<file path="src/rtl/gpio_multi.sv">
// rtl/gpio_multi.sv - multi-channel memory-mapped GPIO with per-pin edge interrupts
//
// Ports:
//   ACLK, RESET_N         clock (rising edge), asynchronous active-low reset
//   ADDR, DATA_I, WRSTB   register write; byte address, ADDR[1:0] ignored
//   RDSTB, DATA_O         register read; DATA_O holds the read value for the one
//                         cycle after RDSTB and is 0 otherwise
//   GPIO_I                asynchronous pad inputs, channel c at [c*WIDTH +: WIDTH]
//   GPIO_O, GPIO_OE       pad output values and enables (1 = drive)
//   IRQ, IRQ_ANY          per-channel interrupt (|STATUS) and their OR
//
// Address map (offsets from BASEADDRESS):
//   c*32 + 0  DOUT   rw      c*32 + 16 CLR  wo (DOUT &= ~data)
//   c*32 + 4  DIR    rw      c*32 + 20 TGL  wo (DOUT ^= data)
//   c*32 + 8  DIN    ro      c*32 + 24 RISE_EN rw
//   c*32 + 12 SET    wo      c*32 + 28 FALL_EN rw
//   NCHAN*32 + 4*c   STATUS  write 1 to clear
module gpio_multi #(
    parameter logic [31:0] BASEADDRESS = 32'h8000_0000,
    parameter int          NCHAN       = 2,
    parameter int          WIDTH       = 18,
    parameter int          SYNC_STAGES = 2
) (
    input  logic                   ACLK,
    input  logic                   RESET_N,
    input  logic [31:0]            DATA_I,
    output logic [31:0]            DATA_O,
    input  logic [31:0]            ADDR,
    input  logic                   WRSTB,
    input  logic                   RDSTB,
    input  logic [NCHAN*WIDTH-1:0] GPIO_I,
    output logic [NCHAN*WIDTH-1:0] GPIO_O,
    output logic [NCHAN*WIDTH-1:0] GPIO_OE,
    output logic [NCHAN-1:0]       IRQ,
    output logic                   IRQ_ANY
);
    localparam int          NW       = NCHAN * WIDTH;
    localparam logic [31:0] REG_SPAN = 32'(NCHAN * 32);
    localparam logic [31:0] ALL_SPAN = 32'(NCHAN * 36);

    localparam logic [2:0] OFS_DOUT = 3'd0;
    localparam logic [2:0] OFS_DIR  = 3'd1;
    localparam logic [2:0] OFS_DIN  = 3'd2;
    localparam logic [2:0] OFS_SET  = 3'd3;
    localparam logic [2:0] OFS_CLR  = 3'd4;
    localparam logic [2:0] OFS_TGL  = 3'd5;
    localparam logic [2:0] OFS_RISE = 3'd6;
    localparam logic [2:0] OFS_FALL = 3'd7;

    logic [WIDTH-1:0] dout_q [NCHAN];
    logic [WIDTH-1:0] dir_q  [NCHAN];
    logic [WIDTH-1:0] rise_q [NCHAN];
    logic [WIDTH-1:0] fall_q [NCHAN];
    logic [WIDTH-1:0] stat_q [NCHAN];
    logic [NW-1:0]    sync_q [SYNC_STAGES];
    logic [NW-1:0]    prev_q;

    logic [31:0]      off;
    logic [31:0]      soff;
    logic             hit_reg;
    logic             hit_stat;
    logic [2:0]       ch;
    logic [2:0]       rofs;
    logic [2:0]       sch;
    logic [WIDTH-1:0] wdata;
    logic [NW-1:0]    din;
    logic [NW-1:0]    edge_set;
    logic [WIDTH-1:0] rd_pin;
    logic [31:0]      rdata;
    logic             unused_bits;

    // An address below BASEADDRESS wraps to a large offset and misses both windows.
    assign off      = ADDR - BASEADDRESS;
    assign soff     = off - REG_SPAN;
    assign hit_reg  = off < REG_SPAN;
    assign hit_stat = !hit_reg && (off < ALL_SPAN);
    assign ch       = off[7:5];
    assign rofs     = off[4:2];
    assign sch      = soff[4:2];
    assign wdata    = DATA_I[WIDTH-1:0];
    assign din      = sync_q[SYNC_STAGES-1];

    assign unused_bits = ^{DATA_I, soff};

    for (genvar c = 0; c < NCHAN; c++) begin : g_chan
        // Edges are taken between the last synchroniser stage and its delayed copy.
        assign edge_set[c*WIDTH +: WIDTH] =
            (din[c*WIDTH +: WIDTH] & ~prev_q[c*WIDTH +: WIDTH] & rise_q[c]) |
            (~din[c*WIDTH +: WIDTH] & prev_q[c*WIDTH +: WIDTH] & fall_q[c]);
        assign GPIO_O[c*WIDTH +: WIDTH]  = dout_q[c];
        assign GPIO_OE[c*WIDTH +: WIDTH] = dir_q[c];
        assign IRQ[c]                    = |stat_q[c];
    end

    assign IRQ_ANY = |IRQ;

    always_comb begin
        rd_pin = '0;
        for (int c = 0; c < NCHAN; c++) begin
            if (hit_reg && ch == 3'(c)) begin
                case (rofs)
                    OFS_DOUT: rd_pin = dout_q[c];
                    OFS_DIR:  rd_pin = dir_q[c];
                    OFS_DIN:  rd_pin = din[c*WIDTH +: WIDTH];
                    OFS_RISE: rd_pin = rise_q[c];
                    OFS_FALL: rd_pin = fall_q[c];
                    default:  rd_pin = '0;
                endcase
            end
            if (hit_stat && sch == 3'(c)) begin
                rd_pin = stat_q[c];
            end
        end
        rdata              = '0;
        rdata[WIDTH-1:0]   = rd_pin;
    end

    always_ff @(posedge ACLK or negedge RESET_N) begin
        if (!RESET_N) begin
            for (int c = 0; c < NCHAN; c++) begin
                dout_q[c] <= '0;
                dir_q[c]  <= '0;
                rise_q[c] <= '0;
                fall_q[c] <= '0;
                stat_q[c] <= '0;
            end
            for (int s = 0; s < SYNC_STAGES; s++) begin
                sync_q[s] <= '0;
            end
            prev_q <= '0;
            DATA_O <= '0;
        end else begin
            sync_q[0] <= GPIO_I;
            for (int s = 1; s < SYNC_STAGES; s++) begin
                sync_q[s] <= sync_q[s-1];
            end
            prev_q <= din;
            // Read data comes from the pre-write register state.
            DATA_O <= RDSTB ? rdata : '0;
            for (int c = 0; c < NCHAN; c++) begin
                if (WRSTB && hit_reg && ch == 3'(c)) begin
                    case (rofs)
                        OFS_DOUT: dout_q[c] <= wdata;
                        OFS_DIR:  dir_q[c]  <= wdata;
                        OFS_SET:  dout_q[c] <= dout_q[c] | wdata;
                        OFS_CLR:  dout_q[c] <= dout_q[c] & ~wdata;
                        OFS_TGL:  dout_q[c] <= dout_q[c] ^ wdata;
                        OFS_RISE: rise_q[c] <= wdata;
                        OFS_FALL: fall_q[c] <= wdata;
                        default:  ;
                    endcase
                end
                // A new edge is ORed in after the clear, so it survives a same-cycle W1C.
                stat_q[c] <= (stat_q[c] & ~((WRSTB && hit_stat && sch == 3'(c)) ? wdata : '0))
                           | edge_set[c*WIDTH +: WIDTH];
            end
        end
    end
endmodule

</file>
<file path="config.mk">
export PLATFORM = sky130hd
export DESIGN_NAME = gpio_multi
export DESIGN_NICKNAME = d
export VERILOG_FILES = /design/src/rtl/gpio_multi.sv
export SDC_FILE = /design/constraint.sdc
export NUM_CORES = 1
export LEC_CHECK = 0
export ABC_AREA = 1
export CAP_MARGIN = 20
export CORE_ASPECT_RATIO = 1.75
export CORE_UTILIZATION = 59
export CTS_CLUSTER_SIZE = 16
export DETAILED_ROUTE_END_ITERATION = 16
export HOLD_SLACK_MARGIN = 0.06
export PLACE_DENSITY = 0.85
export SLEW_MARGIN = 20
export SYNTH_ARGS = -nofsm -noshare
export SYNTH_HDL_FRONTEND = slang
export SYNTH_SLANG_ARGS = --single-unit
</file>
<file path="constraint.sdc">
create_clock -name ACLK -period 3.55 [get_ports ACLK]
set_input_delay 0.71 -clock ACLK [delete_from_list [all_inputs] [get_ports ACLK]]
set_output_delay 0.71 -clock ACLK [all_outputs]
set_load 0.01 [all_outputs]
</file>
# [Yosys cells after proc, flatten, opt, wreduce, memory -nomap -nowiden]
# Cells that the tools add are included.
[totals] ff_bits=306 latch_bits=0 n_memories=0 mem_bits_rw=0 word_cells=92 romBits=0
[classes] add_sub_neg=2 n_shift=0 div_mod_pow=0 n_mul=0 muxes=11 bitwise=27 reduce_logical=27 magnitude_cmp=2 n_eq_ne=9
[op_table] operator="$and 18x18->18" count=12
[op_table] operator="$pmux 18 s5" count=2
[op_table] operator="$pmux 18 s4" count=2
[op_table] operator="$mux 18" count=7
[op_table] operator="$not 18->18" count=7
[op_table] operator="$or 18x18->18" count=6
[op_table] operator="$lt 32x7->1 const B" count=2
[op_table] operator="$reduce_or 18->1" count=2
[op_table] operator="$reduce_or 36->1" count=1
[op_table] operator="$xor 18x18->18" count=2
[op_table] operator="$sub 32x32->32 const B" count=1
[op_table] operator="$reduce_and 2->1" count=8
[op_table] operator="$eq 3x3->1 const B" count=4
[op_table] operator="$logic_and 1x1->1" count=11
[op_table] operator="$eq 3x1->1 const B" count=3
[op_table] operator="$logic_not 3->1" count=3
[op_table] operator="$eq 3x2->1 const B" count=2
[op_table] operator="$sub 5x1->5 const B" count=1
[op_table] operator="$reduce_bool 4->1" count=1
[op_table] operator="$logic_not 1->1" count=1

# [Logic depth before layout (Yosys ltp)]
[logic_depth] depth_word=10 mapped_depth=13

# [Least setup slack after synthesis]
# No wires, ideal clock.
[synth_path] path_type="input-to-reg" startpoint="in ADDR[12]" endpoint="reg dout_q, in the netlist GPIO_O[33]" stages=12 setup_time_ns=0.126 setup_slack_ns=1.492 arrival_time_ns=1.932 path_cell_list="nor2_1 nand2_1 nor2_2 nand2_2 nor2_8 nand2_4 clkinv_4 buf_6 nand3_4 buf_6 nand2_1 o21ai_2"
[synth_between] elab_chain_len=5
[synth_lines] element="start: declaration" line_no="28" text="input logic [31:0] ADDR,"
[synth_lines] element="$sub 32x32->32" line_no="73" text="assign off = ADDR - BASEADDRESS;"
[synth_lines] element="$lt 32x7->1" line_no="75" text="assign hit_reg = off < REG_SPAN;"
[synth_lines] element="$logic_and 1x1->1 (2 in a row)" line_no="141" text="if (WRSTB && hit_reg && ch == 3'(c)) begin"
[synth_lines] element="$reduce_and 2->1 (no source line)"
[synth_lines] element="end signal: indexed assignment" line_no="143" text="OFS_DOUT: dout_q[c] <= wdata;"
[synth_lines] element="end signal: indexed assignment" line_no="145" text="OFS_SET: dout_q[c] <= dout_q[c] | wdata;"
[synth_lines] element="end signal: indexed assignment" line_no="146" text="OFS_CLR: dout_q[c] <= dout_q[c] & ~wdata;"
[synth_lines] element="end: declaration" line_no="50" text="logic [WIDTH-1:0] dout_q [NCHAN];"
# No other way between the ends.
# A chain may end at the register's enable or synchronous reset.

# [Final worst setup path]
[layout_path] startpoint="reg stat_q[25] (netlist bit)" endpoint="out IRQ_ANY"
[layout_between] elab_chain_len=1
[layout_lines] element="start: declaration" line_no="54" text="logic [WIDTH-1:0] stat_q [NCHAN];"
[layout_lines] element="start signal: indexed assignment" line_no="154" text="stat_q[c] <= (stat_q[c] & ~((WRSTB && hit_stat && sch == 3'(c)) ? wdata : '0))"
[layout_lines] element="$reduce_or 36->1" line_no="95" text="assign IRQ_ANY = |IRQ;"
[layout_lines] element="end: declaration" line_no="35" text="output logic IRQ_ANY"
# No other way between the ends.

==> flow_metrics.py <==
metrics = {
    "outcome": {
        "outcome": "completed",
    },
    "clocking": {
        "clock_path_buffers": 3,
        "cts.htree.levels": 1,
        "numCtsBuffers": 27,
        "postCtsSetupBuffers": 0,
        "cts_root_buf": "clkbuf_16",
        "cts.clk_slew.worst_paths_ps": 70,
        "cts-resized-gates": 0,
        "clock_sinks": 306,
        "hold_buffers": 0,
        "cts_tree": "built",
        "clk_latency_ps": 590,
    },
    "yosys": {
        "synth_commonest_cells": "nand2_1, dfrtp_1, nand3_1",
        "ys_ff_latch": 306,
        "yosysTopAreaCellShare": 0.522,
        "syn_avg_cell_area_sq_um": 8.82,
        "async_reset_ff_frac": 1.00,
        "synth_area_sq_mm": 0.0147,
        "synth_flop_cell": "dfrtp_1",
        "synth.distinct_cells": 38,
        "synth_cells": 1663,
        "synth_top_cell_by_area": "dfrtp_1",
        "synth-edff-count": 0,
        "synth_area_leaders": "dfrtp_1, nand2_1, ha_1, nand3_1, o21ai_0",
        "synth.yosys.seq_area_share": 0.522,
        "synth.most_common_cell": "nand2_1",
        "ys_warn_count": 0,
    },
    "power": {
        "p_comb_frac": 0.073,
        "p_clk_frac": 0.425,
        "p_leak_uw": 0.00769,
        "ir_drop_v": 0.000415,
        "p_sw_uw": 1730,
        "power.internal_uw": 5420,
        "p_seq_frac": 0.502,
        "swShare": 0.242,
        "power_density_mw_per_mm2": 402,
    },
    "layout": {
        "area_growth_pct": 21.2,
        "fillers": 1809,
        "multi_input_area_sq_mm": 0.00595,
        "seqCellArea_sq_mm": 0.00766,
        "stdcell_count": 2180,
        "layout-drive-gt1-share": 0.0777,
        "nets": 2025,
    },
    "grt": {
        "overflow": 0,
        "met3_usage": 0.0547,
        "grt-busiest-layer": "met2",
        "met1_usage": 0.421,
        "grt_pass1_vias": 12800,
        "grt_max_degree": 91,
        "track_usage": 0.371,
        "grt_pass1_wl_um": 70100,
        "met2_usage": 0.609,
        "antenna_found_initial": 1,
    },
    "die": {
        "row_count": 76,
        "start_util": 0.598,
        "dieHeight_um": 211,
        "ioPinCount": 211,
        "core-area_sq_mm": 0.0245,
        "chipWidth_um": 121,
        "dieArea_sq_mm": 0.0255,
    },
    "timing": {
        "period_needed_ps": 3190,
        "fin_ws_ps": 361,
        "hold_viol": 0,
        "slew_headroom": 0.489,
        "rsz0062_at_grt": "no",
        "fmax_ghz": 0.314,
        "post-route-period-util": 0.898,
        "setup_violations": 0,
        "fin_tns_setup_ps": 0,
        "worstMarginPinSlew_ps": 767,
        "drv_slew": 0,
        "finClkSkew_ps": 32.5,
    },
    "critical_path": {
        "critPathArrivalTime_ps": 2480,
        "cp-start-kind": "flop",
        "cp_slowest_cell": "clkdlybuf4s50_1",
        "crit_chain": "or2_2 > nor4_1 > and3_1 > nand4_1 > clkdlybuf4s50_1",
        "worstPathMaxFanout": 3,
        "crit_family": "simple AND/OR/NAND/NOR gates",
        "reg2reg_depth": 6,
        "worst_setup_path_end_kind": "output port",
        "path_buf_inv": 1,
        "critical_path_class": "flop to output port",
        "worstReg2RegEnd": "GPIO_O[22]$_DFFE_PN0P_",
        "reg2reg_from": "GPIO_O[22]$_DFFE_PN0P_",
        "max_stage_delay_ps": 510,
        "reg2reg_slack_ps": 1960,
        "required_ps": 2840,
    },
    "detailed_routing": {
        "drtIter0Drc": 1245,
        "via_per_inst": 5.93,
        "vias": 12900,
        "drc_errors": 0,
        "routed_wl_um": 46100,
        "drt.antenna.violating_nets": 0,
        "wl_per_cell_um": 21.1,
        "firstDrtPassIters": 6,
    },
    "placed_design": {
        "dp.final_hpwl_um": 31500,
        "io_buffers": 180,
        "place_inst": 2132,
        "gp_congestion": 0.949,
        "pre_cts_ws_ps": 265,
    },
    "min_path": {
        "hold_path.class": "primary input to asynchronous set/reset pin",
    },
    "job": {
        "max_cap_violations": 0,
    },
}
==> how the worst max path moves through the flow <==
stage / startpoint / end / slack, ps / depth (start not counted)
3_3_place_gp: ADDR[31] / GPIO_O[32]$_DFFE_PN0P_ / 300 / 12
3_5_place_dp: ADDR[12] / GPIO_O[26]$_DFFE_PN0P_ / 270 / 11
2_1_floorplan: ADDR[12] / GPIO_O[33]$_DFFE_PN0P_ / 1490 / 12
5_1_grt: stat_q[25]$_DFF_PN0_ / IRQ_ANY / 290 / 5
6_report: stat_q[25]$_DFF_PN0_ / IRQ_ANY / 360 / 5
4_1_cts: stat_q[25]$_DFF_PN0_ / IRQ_ANY / 390 / 5
==> registers in the layout, indices dropped and copies added (netlist names) <==
| name | cells |
|---|---|
| GPIO_OE | 36 |
| GPIO_O | 36 |
| din | 36 |
| fall_q | 36 |
| prev_q | 36 |
| rise_q | 36 |
| stat_q | 36 |
| sync_q | 36 |
| DATA_O | 18 |
==> cells in the final DEF, fill, tap and decap left out, types with 34 or more instances in the layout <==
master             n
nand2_1          346
dfrtp_1          306
clkdlybuf4s50_1  179
nand3_1          177
o21ai_0          165
inv_1            141
nor2_1           127
ha_1              72
buf_4             48
o21ai_1           34
==> stage by stage <==
step / cell area [sq um] / power (uW) / hold WS [ps] / util
2_1_floorplan: 14700 / 3860 / 331 / -
4_1_cts: 17800 / 7150 / 176 / 0.724
6_report: 17800 / 7150 / 122 / 0.725
3_3_place_gp: 16900 / 4150 / 332 / 0.688
3_5_place_dp: 16900 / 4160 / 335 / 0.688
5_1_grt: 17800 / 7340 / 193 / 0.725
==> area by class of cell <==
cell class | count | share of cell area
flip-flops and latches | 306 | 0.431
multi-input cells | 1115 | 0.335
repair buffers | 232 | 0.126
clock buffers | 39 | 0.0445
inverters | 167 | 0.0355
well taps | 312 | 0.0220
clock inverters | 8 | 0.00605
diodes | 1 | 0.000141
==> routing by layer <==
layer,routed length (um),vias up,share of wire
met5,0,-,0
met4,4340,0,0.094
met3,3530,224,0.076
met2,22700,718,0.49
met1,15500,6151,0.34
li1,-,5836,-
==> worst reg2reg max path, delay by kind of cell, from the launching register on <==
kind / cells / cell delay (ps)
adders and majority gates: 1 / 280
buffers and inverters: 1 / 220
AOI/OAI and AO/OA: 3 / 440
DFF: 1 / 450
and+or+nand+nor: 1 / 60
==> kinds of logic (layout without fill, tap and decap cells) <==
family | Yosys count | count (layout) | synth area share
buffers and inverters | 255 | 446 | 0.0758
adder cells (fa/ha/maj) | 72 | 72 | 0.0614
AND/OR/NAND/NOR | 699 | 699 | 0.209
other | 1 | 15 | 0.000256
AO/OA/AOI/OAI | 330 | 330 | 0.131
flip-flops | 306 | 306 | 0.522
==> power by group through the flow <==
stage / registers [uW] / clock network (uW) / logic [uW]
final: 3590 / 3040 / 520
after CTS: 3590 / 3050 / 513
after detailed placement: 3650 / 0 / 508
after floorplan: 3640 / 0 / 221
after global placement: 3650 / 0 / 497
after global routing: 3590 / 3180 / 567
No activity file was read; power rests on OpenSTA's default activity.
